--- src/rtl/step_dir_rx.sv ---
`default_nettype none
// ============================================================================
// Module   : step_dir_rx
// Purpose  : Step/direction receiver. Decodes step pulses into a signed
//            position, measures the step period and flags timing violations
//            (direction setup, pulse width, step rate, position limits).
// Ports    : clk, rst (sync, active-low)
//            drv_enable_SM, drv_step, drv_dir  - drive interface inputs
//            pos_load, pos_init                - position preload
//            err_clr                           - clears sticky error flags
//            position, step_stb, step_period, moving
//            err_dir, err_width, err_rate, err_limit (sticky)
// Revision : 1.0 - initial release
// ============================================================================
module step_dir_rx #(
  parameter int POS_W        = 16,
  parameter int PER_W        = 16,
  parameter int POS_MAX      = 2047,
  parameter int POS_MIN      = -2048,
  parameter int MIN_HIGH     = 1,
  parameter int MIN_PERIOD   = 5,
  parameter int DIR_SETUP    = 2,
  parameter int IDLE_TIMEOUT = 1000
) (
  input  logic                    clk,
  input  logic                    rst,
  input  logic                    drv_enable_SM,
  input  logic                    drv_step,
  input  logic                    drv_dir,
  input  logic                    pos_load,
  input  logic signed [POS_W-1:0] pos_init,
  input  logic                    err_clr,
  output logic signed [POS_W-1:0] position,
  output logic                    step_stb,
  output logic [PER_W-1:0]        step_period,
  output logic                    moving,
  output logic                    err_dir,
  output logic                    err_width,
  output logic                    err_rate,
  output logic                    err_limit
);

  typedef enum logic [1:0] {
    S_DISABLED = 2'd0,
    S_ARMED    = 2'd1,
    S_HIGH     = 2'd2,
    S_GAP      = 2'd3
  } state_t;

  localparam logic signed [POS_W-1:0] c_pos_max   = POS_W'(POS_MAX);
  localparam logic signed [POS_W-1:0] c_pos_min   = POS_W'(POS_MIN);
  localparam logic [PER_W-1:0]        c_cnt_max   = '1;
  localparam logic [PER_W-1:0]        c_min_high  = PER_W'(MIN_HIGH);
  localparam logic [PER_W-1:0]        c_min_per   = PER_W'(MIN_PERIOD);
  localparam logic [PER_W-1:0]        c_dir_setup = PER_W'(DIR_SETUP);
  localparam logic [PER_W-1:0]        c_idle      = PER_W'(IDLE_TIMEOUT);

  state_t                   state_q, state_d;
  logic                     step_q, dir_q;
  logic                     first_q, first_d;
  logic [PER_W-1:0]         per_cnt_q, per_cnt_d;
  logic [PER_W-1:0]         dir_cnt_q, dir_cnt_d;
  logic [PER_W-1:0]         hi_cnt_q, hi_cnt_d;
  // A counted rise is applied to the position one cycle later.
  logic                     evt_q, evt_d;
  logic                     evt_dir_q, evt_dir_d;
  logic signed [POS_W-1:0]  position_q, position_d;
  logic                     step_stb_q, step_stb_d;
  logic [PER_W-1:0]         step_period_q, step_period_d;
  logic                     moving_q, moving_d;
  logic                     err_dir_q, err_dir_d;
  logic                     err_width_q, err_width_d;
  logic                     err_rate_q, err_rate_d;
  logic                     err_limit_q, err_limit_d;

  logic                     w_rise, w_fall, w_count;
  logic                     w_set_dir, w_set_width, w_set_rate, w_set_limit;
  logic [PER_W-1:0]         w_per_inc, w_dir_stable;

  always_comb begin
    w_rise  = drv_step & ~step_q;
    w_fall  = ~drv_step & step_q;
    // Only rises seen while armed/in the gap count; a same-cycle load drops it.
    w_count = drv_enable_SM & w_rise & ~pos_load &
              ((state_q == S_ARMED) || (state_q == S_GAP));

    w_per_inc    = (per_cnt_q == c_cnt_max) ? per_cnt_q : per_cnt_q + PER_W'(1);
    // Direction stability including the current cycle; a change restarts at 0.
    w_dir_stable = (drv_dir != dir_q) ? '0 :
                   ((dir_cnt_q == c_cnt_max) ? dir_cnt_q : dir_cnt_q + PER_W'(1));

    // FSM
    state_d = state_q;
    if (!drv_enable_SM) begin
      state_d = S_DISABLED;
    end else begin
      case (state_q)
        S_DISABLED:    if (!drv_step) state_d = S_ARMED;
        S_ARMED, S_GAP: if (w_rise)  state_d = S_HIGH;
        S_HIGH:        if (w_fall)   state_d = S_GAP;
        default:                     state_d = S_DISABLED;
      endcase
    end

    // High-width counter: preloaded with 1 so the rise cycle counts as high.
    hi_cnt_d = PER_W'(1);
    if (state_q == S_HIGH)
      hi_cnt_d = (hi_cnt_q == c_cnt_max) ? hi_cnt_q : hi_cnt_q + PER_W'(1);

    w_set_width = drv_enable_SM & (state_q == S_HIGH) & w_fall & (hi_cnt_q < c_min_high);
    w_set_rate  = w_count & ~first_q & (w_per_inc < c_min_per);
    w_set_dir   = w_count & (w_dir_stable < c_dir_setup);

    per_cnt_d     = w_count ? '0 : w_per_inc;
    dir_cnt_d     = w_dir_stable;
    step_period_d = (w_count & ~first_q) ? w_per_inc : step_period_q;
    first_d       = (state_q == S_DISABLED) ? 1'b1 : (w_count ? 1'b0 : first_q);

    evt_d     = w_count;
    evt_dir_d = drv_dir;

    // Position update from the pending step; a load always wins.
    position_d  = position_q;
    step_stb_d  = 1'b0;
    w_set_limit = 1'b0;
    if (pos_load) begin
      position_d = pos_init;
    end else if (evt_q) begin
      if (evt_dir_q) begin
        if (position_q >= c_pos_max) w_set_limit = 1'b1;
        else begin
          position_d = position_q + POS_W'(1);
          step_stb_d = 1'b1;
        end
      end else begin
        if (position_q <= c_pos_min) w_set_limit = 1'b1;
        else begin
          position_d = position_q - POS_W'(1);
          step_stb_d = 1'b1;
        end
      end
    end

    moving_d = moving_q;
    if (step_stb_d)
      moving_d = 1'b1;
    else if ((state_q == S_DISABLED) || (per_cnt_d >= c_idle))
      moving_d = 1'b0;

    // Sticky flags: a new violation outranks a same-cycle clear.
    err_dir_d   = (err_dir_q   & ~err_clr) | w_set_dir;
    err_width_d = (err_width_q & ~err_clr) | w_set_width;
    err_rate_d  = (err_rate_q  & ~err_clr) | w_set_rate;
    err_limit_d = (err_limit_q & ~err_clr) | w_set_limit;
  end

  always_ff @(posedge clk) begin
    if (!rst) begin
      state_q       <= S_DISABLED;
      step_q        <= 1'b0;
      dir_q         <= 1'b0;
      first_q       <= 1'b1;
      per_cnt_q     <= '0;
      dir_cnt_q     <= '0;
      hi_cnt_q      <= '0;
      evt_q         <= 1'b0;
      evt_dir_q     <= 1'b0;
      position_q    <= '0;
      step_stb_q    <= 1'b0;
      step_period_q <= '0;
      moving_q      <= 1'b0;
      err_dir_q     <= 1'b0;
      err_width_q   <= 1'b0;
      err_rate_q    <= 1'b0;
      err_limit_q   <= 1'b0;
    end else begin
      state_q       <= state_d;
      step_q        <= drv_step;
      dir_q         <= drv_dir;
      first_q       <= first_d;
      per_cnt_q     <= per_cnt_d;
      dir_cnt_q     <= dir_cnt_d;
      hi_cnt_q      <= hi_cnt_d;
      evt_q         <= evt_d;
      evt_dir_q     <= evt_dir_d;
      position_q    <= position_d;
      step_stb_q    <= step_stb_d;
      step_period_q <= step_period_d;
      moving_q      <= moving_d;
      err_dir_q     <= err_dir_d;
      err_width_q   <= err_width_d;
      err_rate_q    <= err_rate_d;
      err_limit_q   <= err_limit_d;
    end
  end

  assign position    = position_q;
  assign step_stb    = step_stb_q;
  assign step_period = step_period_q;
  assign moving      = moving_q;
  assign err_dir     = err_dir_q;
  assign err_width   = err_width_q;
  assign err_rate    = err_rate_q;
  assign err_limit   = err_limit_q;

endmodule
`default_nettype wire

--- config.mk ---
export PLATFORM = sky130hd
export DESIGN_NAME = step_dir_rx
export DESIGN_NICKNAME = d
export VERILOG_FILES = /design/src/rtl/step_dir_rx.sv
export SDC_FILE = /design/constraint.sdc
export NUM_CORES = 1
export LEC_CHECK = 0
export ABC_AREA = 1
export ABC_CLOCK_PERIOD_IN_PS = 2400
export CAP_MARGIN = 20
export CORE_ASPECT_RATIO = 0.7
export CORE_UTILIZATION = 50
export DETAILED_ROUTE_END_ITERATION = 8
export HOLD_SLACK_MARGIN = 0.12
export PLACE_DENSITY = 0.73
export SKIP_LAST_GASP = 1
export SLEW_MARGIN = 40
export SYNTH_ARGS = -nofsm -noshare
export SYNTH_HDL_FRONTEND = slang
export SYNTH_SLANG_ARGS = --single-unit
--- constraint.sdc ---
create_clock -name clk -period 2.4 [get_ports clk]
set_input_delay 0.6 -clock clk [delete_from_list [all_inputs] [get_ports clk]]
set_output_delay 0.6 -clock clk [all_outputs]
set_load 0.05 [all_outputs]
==> run metrics, run 1 <==
register bit count reported by yosys about 90; final count of hold timing violations 0; number of buffers inserted during clock tree synthesis 9; count of vias placed by the detailed router roughly 5,700; Critical Path Start Type register; number of global-route vias before repair approximately 5,000; highest achievable clock rate approximately 430 MHz; CP cell instances clkdlybuf4s50_1; number of nets with antenna violations after routing 0; shortest period the worst path allows between 2 and 2.5 ns; most frequent cells after synthesis 214 x sky130_fd_sc_hd__nand2_1, 122 x sky130_fd_sc_hd__nor2_1, 115 x sky130_fd_sc_hd__inv_1; sink count of the clock tree 92; Core Region about 10,000 um2; cell types occupying the most area after synthesis sky130_fd_sc_hd__dfxtp_1 34%, sky130_fd_sc_hd__nand2_1 15%, sky130_fd_sc_hd__nor2_1 8.4%, sky130_fd_sc_hd__inv_1 7.9%, sky130_fd_sc_hd__nand3_1 5.7%; share of final-layout standard cells stronger than drive strength 1 6.61%; final setup TNS 0 ns; crit share post-route 97.1%; worst endpoint data arrival time roughly 1.7 ns; routability congestion estimate ~0.96; power per cell area between 500 and 600 nW/um2; Initial DRC Count around 480; TritonCTS clock tree yes; count of pins over their slew limit 0; count of final setup violators 0; Least-Margin Pin Slew about 0.55 ns; post-synth top area share 33.7%; share of the core filled with cells in the final layout a little under two thirds; result of the run complete, no violations; FILL cells ~950; die boundary height roughly 89 um; deepest level of the CTS H-tree 3; async set-or-reset flop fraction in the synthesized netlist 0%; dominant register cell in the synthesized netlist sky130_fd_sc_hd__dfxtp_1; root buffer cell sky130_fd_sc_hd__clkbuf_16; CP Buf/Inv Count 1; total of hold buffers inserted after clock tree synthesis 0; initial standard-cell utilization of the core 52.1%; combined global-route utilization of all metal layers about a quarter; count of flip-flops with a built-in enable after synthesis 0; static power due to leakage roughly 3.0 nW; largest vdd supply drop 0.000366 V; number of logic stages on the critical path including buffering 1; number of cell rows 31; Post-Synthesis Cells 841; PortBufs 60; maximum number of buffers from clock root to sink 2; number of max-capacitance violations reported 0; Final HPWL DP about 11,000 um; Max transition margin between 60% and 70%; global-route wire length before repair between 20,000 and 25,000 um; number of optimization iterations in the first detailed-route pass 5; unrepaired setup endpoints after global routing no; die boundary width about 130 um; Boundary Pins between 60 and 70; post-synthesis instance area 5460 um2; worst reg2reg path depth 10; slowest cell delay on critical path about 0.87 ns; Placed Cells just over 1,000; Layout Cells excl Fill about 1,100; initial antenna violation count 0; final design area excluding fillers around 6600 um2; remaining global-route overflow 0; number of different library cells in the post-synthesis netlist 39; Hold Crit Depth 2; sum of internal, switching and leakage power about 3.7 mW; Area growth syn-to-layout 21.7%; setup skew after layout just over 0.007 ns; clock-pin slew reported for the worst setup and hold paths after clock tree synthesis about 0.070 ns; Setup CP Type register to output pin; largest fanout on the critical path 8; Synthesized Nets a little under 900; Die Outline Area ~11,000 um2; Worst-Skew Late Latency around 0.35 ns; cell at the slowest stage of the critical path sky130_fd_sc_hd__clkdlybuf4s50_1; drt drc 0; post-detailed-route via-to-cell ratio 5.37; total number of nets in the final design 960; largest net degree at the start of global routing 29; Syn Area/Cell ~6.5 um2; area post-placement between 6000 and 7000 um2; worst hold path class register to register; number of diodes added for antenna fixing 0; most repeated cell in the gate-level netlist after synthesis sky130_fd_sc_hd__nand2_1; total routed wirelength ~14,000 um; routed length per instance about 14 um; cell family with the largest share of critical-path delay buffers and inverters; sequential area share after synthesis 33.7%; largest area contributor in the synthesized netlist sky130_fd_sc_hd__dfxtp_1; data required time at the worst endpoint between 1.5 and 2 ns; Crit. End Element output pin; Syn. warnings 0
[kinds of logic (layout without fill, tap and decap cells)]
kind of cell / after synthesis / after routing / synth area share, %
AOI/OAI and AO/OA: 111 / 111 / 11.5
xor gates and xnor gates: 23 / 23 / 3.69
adders and majority gates: 19 / 19 / 4.49
buffers and inverters: 132 / 214 / 9.33
DFF: 92 / 92 / 33.7
and+or+nand+nor: 464 / 464 / 37.3
[through the flow]
step / worst slack, ns / hold slack, ns
6_report: 0.0693 / 0.482
5_1_grt: 0.0147 / 0.506
4_1_cts: 0.0677 / 0.487
3_5_place_dp: 0.0799 / 0.478
3_3_place_gp: 0.117 / 0.462
2_1_floorplan: 0.367 / 0.452
[power by group]
part	switching, mW	total, mW	internal, mW
clock	0.642	1.49	0.845
sequential	0.0417	1.60	1.56
combinational	0.374	0.606	0.232
total	1.06	3.69	2.63
[cell usage in the layout (no fill, tap or decap), types with 2 or more instances in the layout]
cell	instances
sky130_fd_sc_hd__nand3_1	62
sky130_fd_sc_hd__nor2_4	2
sky130_fd_sc_hd__nand2_1	214
sky130_fd_sc_hd__o21bai_1	8
sky130_fd_sc_hd__nor2_2	5
sky130_fd_sc_hd__ha_1	18
sky130_fd_sc_hd__xor2_1	16
sky130_fd_sc_hd__or2_2	5
sky130_fd_sc_hd__clkbuf_16	9
sky130_fd_sc_hd__a22oi_1	4
sky130_fd_sc_hd__clkdlybuf4s50_1	60
sky130_fd_sc_hd__clkinvlp_4	4
sky130_fd_sc_hd__a31oi_1	5
sky130_fd_sc_hd__nand4_1	20
sky130_fd_sc_hd__o211ai_1	10
sky130_fd_sc_hd__inv_1	114
sky130_fd_sc_hd__nand3b_1	3
sky130_fd_sc_hd__a21oi_1	46
sky130_fd_sc_hd__o21ai_0	35
sky130_fd_sc_hd__nor2_1	122
sky130_fd_sc_hd__buf_4	20
sky130_fd_sc_hd__dfxtp_1	91
sky130_fd_sc_hd__nor4_1	8
sky130_fd_sc_hd__xnor2_1	7
sky130_fd_sc_hd__nor3b_1	2
sky130_fd_sc_hd__nor3_1	13
[worst paths after layout]
path,startpoint,endpoint,slack [ns]
worst max-delay path,position[0]$_SDFFE_PN0P_,position[0],0.07
worst min-delay path,hi_cnt_q[1]$_SDFFE_PN0P_,hi_cnt_q[1]$_SDFFE_PN0P_,0.48
worst max register to register,evt_dir_q$_SDFF_PN0_,position[15]$_SDFFE_PN0P_,0.19
worst min register to register,hi_cnt_q[1]$_SDFFE_PN0P_,hi_cnt_q[1]$_SDFFE_PN0P_,0.48
[metal layers]
metal  vias to the layer above  routed length (um)  track usage (%)
met3                        18                 980             5.51
met1                      2603                7150             37.0
li1                       2870                   -                -
met5                         -                   0                0
met4                         0                 189             7.47
met2                       175                5940             38.0
[registers in the layout, summed over array words and instances (netlist names), 2 cells and up]
register / flops
state_q: 2
hi_cnt_q: 16
position: 16
step_period: 16
dir_cnt_q: 16
per_cnt_q: 16
[timing repair]
item,CTS,global route
gates resized for setup,0,3
setup endpoints to repair,0,6
buffers inserted,0,4
[area by class of cell]
cell class / count / area (um2) / area share [%]
Sequential cell: 92 / 1850 / 27.8
Timing Repair Buffer: 82 / 776 / 11.7
Clock inverter: 6 / 72.6 / 1.09
Inverter: 116 / 439 / 6.61
Multi-Input combinational cell: 617 / 3110 / 46.8
Tap cell: 132 / 165 / 2.49
Clock buffer: 10 / 239 / 3.60
Power figures use the tool's default switching activity.
==> run 2, diff against run 1 <==
- GPL_ROUTABILITY_DRIVEN: unset -> 0
==> run metrics, run 2 (synthesized netlist as in run 1, its figures left out) <==
launching element of the worst setup path position[0]$_SDFFE_PN0P_; number of diodes added for antenna fixing 0; global-route wire length before repair roughly 24,000 um; FF-to-FF setup slack about 0.10 ns; largest vdd supply drop approximately 0.00044 V; root buffer cell sky130_fd_sc_hd__clkbuf_16; Setup crit end position[0]; area post-placement ~6300 um2; die boundary width 127 um; Max transition margin 64.2%; TritonCTS clock tree yes; initial standard-cell utilization of the core between 50% and 60%; PortBufs 60; FILL cells approximately 950; Boundary Pins between 60 and 70; number of max-capacitance violations reported 0; clock-pin slew reported for the worst setup and hold paths after clock tree synthesis 0.06 ns; Placed Cells roughly 1,000; post-detailed-route via-to-cell ratio approximately 5.4; worst r2r dst position[15]$_SDFFE_PN0P_; share of final-layout standard cells stronger than drive strength 1 around 6.5%; Critical Path Start Type register; Worst-Skew Late Latency around 0.34 ns; number of cell rows 31; largest fanout on the critical path 8; deepest level of the CTS H-tree 3; cell at the slowest stage of the critical path sky130_fd_sc_hd__clkdlybuf4s50_1; number of optimization iterations in the first detailed-route pass 6; CP cell instances clkdlybuf4s50_1; final count of hold timing violations 0; Die Outline Area approximately 11,000 um2; post-route setup slack 0.0899 ns; slowest cell delay on critical path a little under 0.9 ns; hold slack ~0.47 ns; combined global-route utilization of all metal layers between 20% and 30%; total routed wirelength about 15,000 um; CP Buf/Inv Count 1; die boundary height 89.4 um; proportion of power drawn by combinational gates about 16%; static power due to leakage between 2 and 3 nW; setup skew after layout slightly above 0.009 ns; power per cell area 571 nW/um2; shortest period the worst path allows roughly 2.3 ns; Crit. End Element output pin; total number of nets in the final design 960; final design area excluding fillers around 6700 um2; drt drc 0; Worst R2R Start evt_dir_q$_SDFF_PN0_; largest net degree at the start of global routing 29; remaining global-route overflow 0; count of final setup violators 0; worst endpoint data arrival time between 1.5 and 2 ns; Area growth syn-to-layout 22.2%; cell family with the largest share of critical-path delay buffers and inverters; Least-Margin Pin Slew 0.535 ns; worst hold path class register to register; result of the run complete, no violations; proportion of total power due to net switching a little over a quarter; Initial DRC Count 520; Setup CP Type register to output pin; final setup TNS 0 ns; maximum number of buffers from clock root to sink 2; Int Power 2.79 mW; worst reg2reg path depth 11; Final HPWL DP about 11,000 um; data required time at the worst endpoint about 1.8 ns; number of nets with antenna violations after routing 0; highest achievable clock rate ~430 MHz; Layout Cells excl Fill 1,055; initial antenna violation count 0; number of global-route vias before repair 4,964; sum of internal, switching and leakage power between 3 and 4 mW; count of vias placed by the detailed router roughly 5,700; number of buffers inserted during clock tree synthesis 9; clock network fraction of design power between 40% and 50%; Reg power frac between 40% and 50%; number of logic stages on the critical path including buffering 1; most common cell after layout, fill and taps aside sky130_fd_sc_hd__nand2_1; count of pins over their slew limit 0; crit share post-route 96.3%; switching power around 1.0 mW; Core Region approximately 10,000 um2; Placement Setup Slack 0.0798 ns; share of the core filled with cells in the final layout between 60% and 70%; sink count of the clock tree 92; commonest cells after routing, fill and taps aside 214 x sky130_fd_sc_hd__nand2_1, 122 x sky130_fd_sc_hd__nor2_1, 114 x sky130_fd_sc_hd__inv_1; routed length per instance between 10 and 15 um
## run 2: cell types whose count changed in the layout (fill, tap and decap cells not counted), sizes merged
| cell | delta |
|---|---|
| inv | -1 |
| clkinvlp | -2 |
| clkinv | -1 |
| bufinv | +1 |
| clkbuf | +3 |
## run 2: layout make-up
cell class | instances | area [um2] | share of cell area (%)
clock buffers | 13 | 270 | 4.05
clock inverters | 3 | 67.6 | 1.01
inverters | 116 | 439 | 6.59
multi-input cells | 617 | 3110 | 46.6
flip-flops and latches | 92 | 1840 | 27.6
well taps | 132 | 165 | 2.48
repair buffers | 82 | 776 | 11.6
## run 2: worst register-to-register path, stage by stage, from the launching register on
cell and delay [ns]:
sky130_fd_sc_hd__dfxtp_2 0.39, sky130_fd_sc_hd__clkinvlp_4 0.18, sky130_fd_sc_hd__buf_2 0.20, sky130_fd_sc_hd__buf_4 0.17
sky130_fd_sc_hd__ha_1 0.33, sky130_fd_sc_hd__inv_1 0.14, sky130_fd_sc_hd__o21bai_1 0.11, sky130_fd_sc_hd__a21oi_1 0.14
sky130_fd_sc_hd__o21bai_1 0.08, sky130_fd_sc_hd__a21oi_1 0.20, sky130_fd_sc_hd__xor2_1 0.16, sky130_fd_sc_hd__o21ai_0 0.09
## run 2: how the worst min path moves through the flow
stage / from / to / slack (ns) / cells past startpoint
floorplan: hi_cnt_q[2]$_SDFFE_PN0P_ / hi_cnt_q[2]$_SDFFE_PN0P_ / 0.45 / 2
global placement: err_limit$_SDFF_PN0_ / err_limit$_SDFF_PN0_ / 0.46 / 2
detailed placement: err_limit$_SDFF_PN0_ / err_limit$_SDFF_PN0_ / 0.47 / 2
CTS: err_limit$_SDFF_PN0_ / err_limit$_SDFF_PN0_ / 0.48 / 2
global route: hi_cnt_q[2]$_SDFFE_PN0P_ / hi_cnt_q[2]$_SDFFE_PN0P_ / 0.50 / 2
finish: err_limit$_SDFF_PN0_ / err_limit$_SDFF_PN0_ / 0.47 / 2
## run 2: layer usage
metal	part of all wire [%]	track usage (%)	vias up
li1	-	-	2864
met1	49	37.2	2585
met2	42	41.1	218
met3	7.4	5.33	18
met4	1.1	6.06	0
met5	0	0	-
## run 2: power by group through the flow
stage | logic [mW] | registers (mW) | clock network [mW]
after floorplan | 0.346 | 1.69 | 0
after global placement | 0.583 | 1.63 | 0
after detailed placement | 0.592 | 1.63 | 0
after CTS | 0.597 | 1.60 | 1.63
after global routing | 0.673 | 1.61 | 1.69
final | 0.612 | 1.60 | 1.60
## run 2: what timing repair did
action	4_1_cts	5_1_grt
hold buffers	0	0
buffers inserted	0	3
resized for setup	0	2
endpoints found under the setup margin	0	5
==> run 3, diff against run 2 <==
- ABC_CLOCK_PERIOD_IN_PS: 2400 -> 2300
- clock period: 2.4 -> 2.3 ns (I/O delays scaled with it)
==> run metrics, run 3 (synthesized netlist as in run 1, its figures left out) <==
global-route wire length before repair ~24,000 um; initial standard-cell utilization of the core between 50 and 60%; Setup CP Type register to output pin; power per cell area 560 nW/um2; Crit. End Element output pin; post-detailed-route via-to-cell ratio roughly 5.3; total routed wirelength between 10,000 and 15,000 um; static power due to leakage ~3.0 nW; Least-Margin Pin Slew approximately 0.54 ns; largest net degree at the start of global routing 29; total of hold buffers inserted after clock tree synthesis 0; count of pins over their slew limit 0; combined global-route utilization of all metal layers 26.5%; die boundary width between 100 and 150 um; slowest cell delay on critical path 0.86 ns; shortest period the worst path allows 2.25 ns; Final HPWL DP 10,900 um; FILL cells slightly above 900; initial antenna violation count 0; Critical Path Start Type register; Core Region about 10,000 um2; cell family with the largest share of critical-path delay buffers and inverters; Max transition margin between 60 and 70%; deepest level of the CTS H-tree 3; TritonCTS clock tree yes; number of optimization iterations in the first detailed-route pass 5; CP cell instances clkdlybuf4s50_1; total number of nets in the final design 961; commonest cells after routing, fill and taps aside 212 x sky130_fd_sc_hd__nand2_1, 121 x sky130_fd_sc_hd__nor2_1, 114 x sky130_fd_sc_hd__inv_1; Boundary Pins 61; number of diodes added for antenna fixing 0; die boundary height ~89 um; Area growth syn-to-layout 22.7%; clock-pin slew reported for the worst setup and hold paths after clock tree synthesis 0.06 ns; result of the run complete, no violations; sink count of the clock tree 92; Initial DRC Count approximately 500; remaining global-route overflow 0; largest fanout on the critical path 6; routed length per instance about 14 um; Placement Setup Slack between 0.015 and 0.02 ns; final design area excluding fillers 6700 um2; share of final-layout standard cells stronger than drive strength 1 between 8 and 9%; Die Outline Area ~11,000 um2; Placed Cells a little over 1,000; count of final setup violators 0; hold slack 0.466 ns; number of global-route vias before repair roughly 5,100; final count of hold timing violations 0; number of buffers inserted during clock tree synthesis 9; count of vias placed by the detailed router 5,615; drt drc 0; post-route setup slack 0.0527 ns; PortBufs 60; root buffer cell sky130_fd_sc_hd__clkbuf_16; worst endpoint data arrival time roughly 1.7 ns; sum of internal, switching and leakage power approximately 3.7 mW; crit share post-route 97.7%; share of the core filled with cells in the final layout between 60% and 70%; unrepaired setup endpoints after global routing yes; CP Buf/Inv Count 1; number of nets with antenna violations after routing 0; Layout Cells excl Fill 1,056; maximum number of buffers from clock root to sink 2; data required time at the worst endpoint 1.73 ns; worst hold path class register to register; number of max-capacitance violations reported 0; number of cell rows 31; most common cell after layout, fill and taps aside sky130_fd_sc_hd__nand2_1; Worst-Skew Late Latency 0.34 ns; area post-placement about 6300 um2; largest vdd supply drop 0.000465 V; highest achievable clock rate approximately 440 MHz; setup skew after layout 0.00980 ns; cell at the slowest stage of the critical path sky130_fd_sc_hd__clkdlybuf4s50_1; final setup TNS 0 ns
[run 3: final timing paths]
check | start | end | slack (ns) | cells past startpoint
max reg2reg | evt_dir_q$_SDFF_PN0_ | position[15]$_SDFFE_PN0P_ | 0.11 | 11
min | err_limit$_SDFF_PN0_ | err_limit$_SDFF_PN0_ | 0.47 | 2
max | position[1]$_SDFFE_PN0P_ | position[1] | 0.05 | 1
min reg2reg | err_limit$_SDFF_PN0_ | err_limit$_SDFF_PN0_ | 0.47 | 2
[run 3: layer usage]
metal / up-vias / wire (um) / global-route usage, % / part of all wire, %
li1: 2875 / - / - / -
met1: 2548 / 7430 / 37.6 / 51
met2: 175 / 6110 / 40.3 / 42
met3: 17 / 818 / 6.04 / 5.6
met4: 0 / 169 / 8.01 / 1.2
met5: - / 0 / 0 / 0
[run 3: what timing repair did]
item / in CTS / in global routing
buffers inserted: 0 / 5
endpoints found under the setup margin: 0 / 12
resized for setup: 0 / 23
[run 3: final cells by class]
cell class	instances	area (um2)	share of cell area [%]
multi-input combinational	617	3180	47.5
sequential	92	1850	27.6
timing repair buffer	83	788	11.8
inverter	116	439	6.56
clock buffer	12	256	3.83
tap	132	165	2.47
clock inverter	4	23.8	0.355
[run 3: where the power goes]
group	internal, mW	switching (mW)	leakage [nW]	total [mW]
Sequential	1.63	0.0462	0.747	1.67
Combinational	0.261	0.414	2.12	0.674
Clock	0.789	0.614	0.142	1.40
[run 3: worst min-delay path: stages (launching register included)]
cell                      delay (ns)
sky130_fd_sc_hd__dfxtp_1        0.31
sky130_fd_sc_hd__nand2_1        0.06
sky130_fd_sc_hd__a21oi_1        0.05
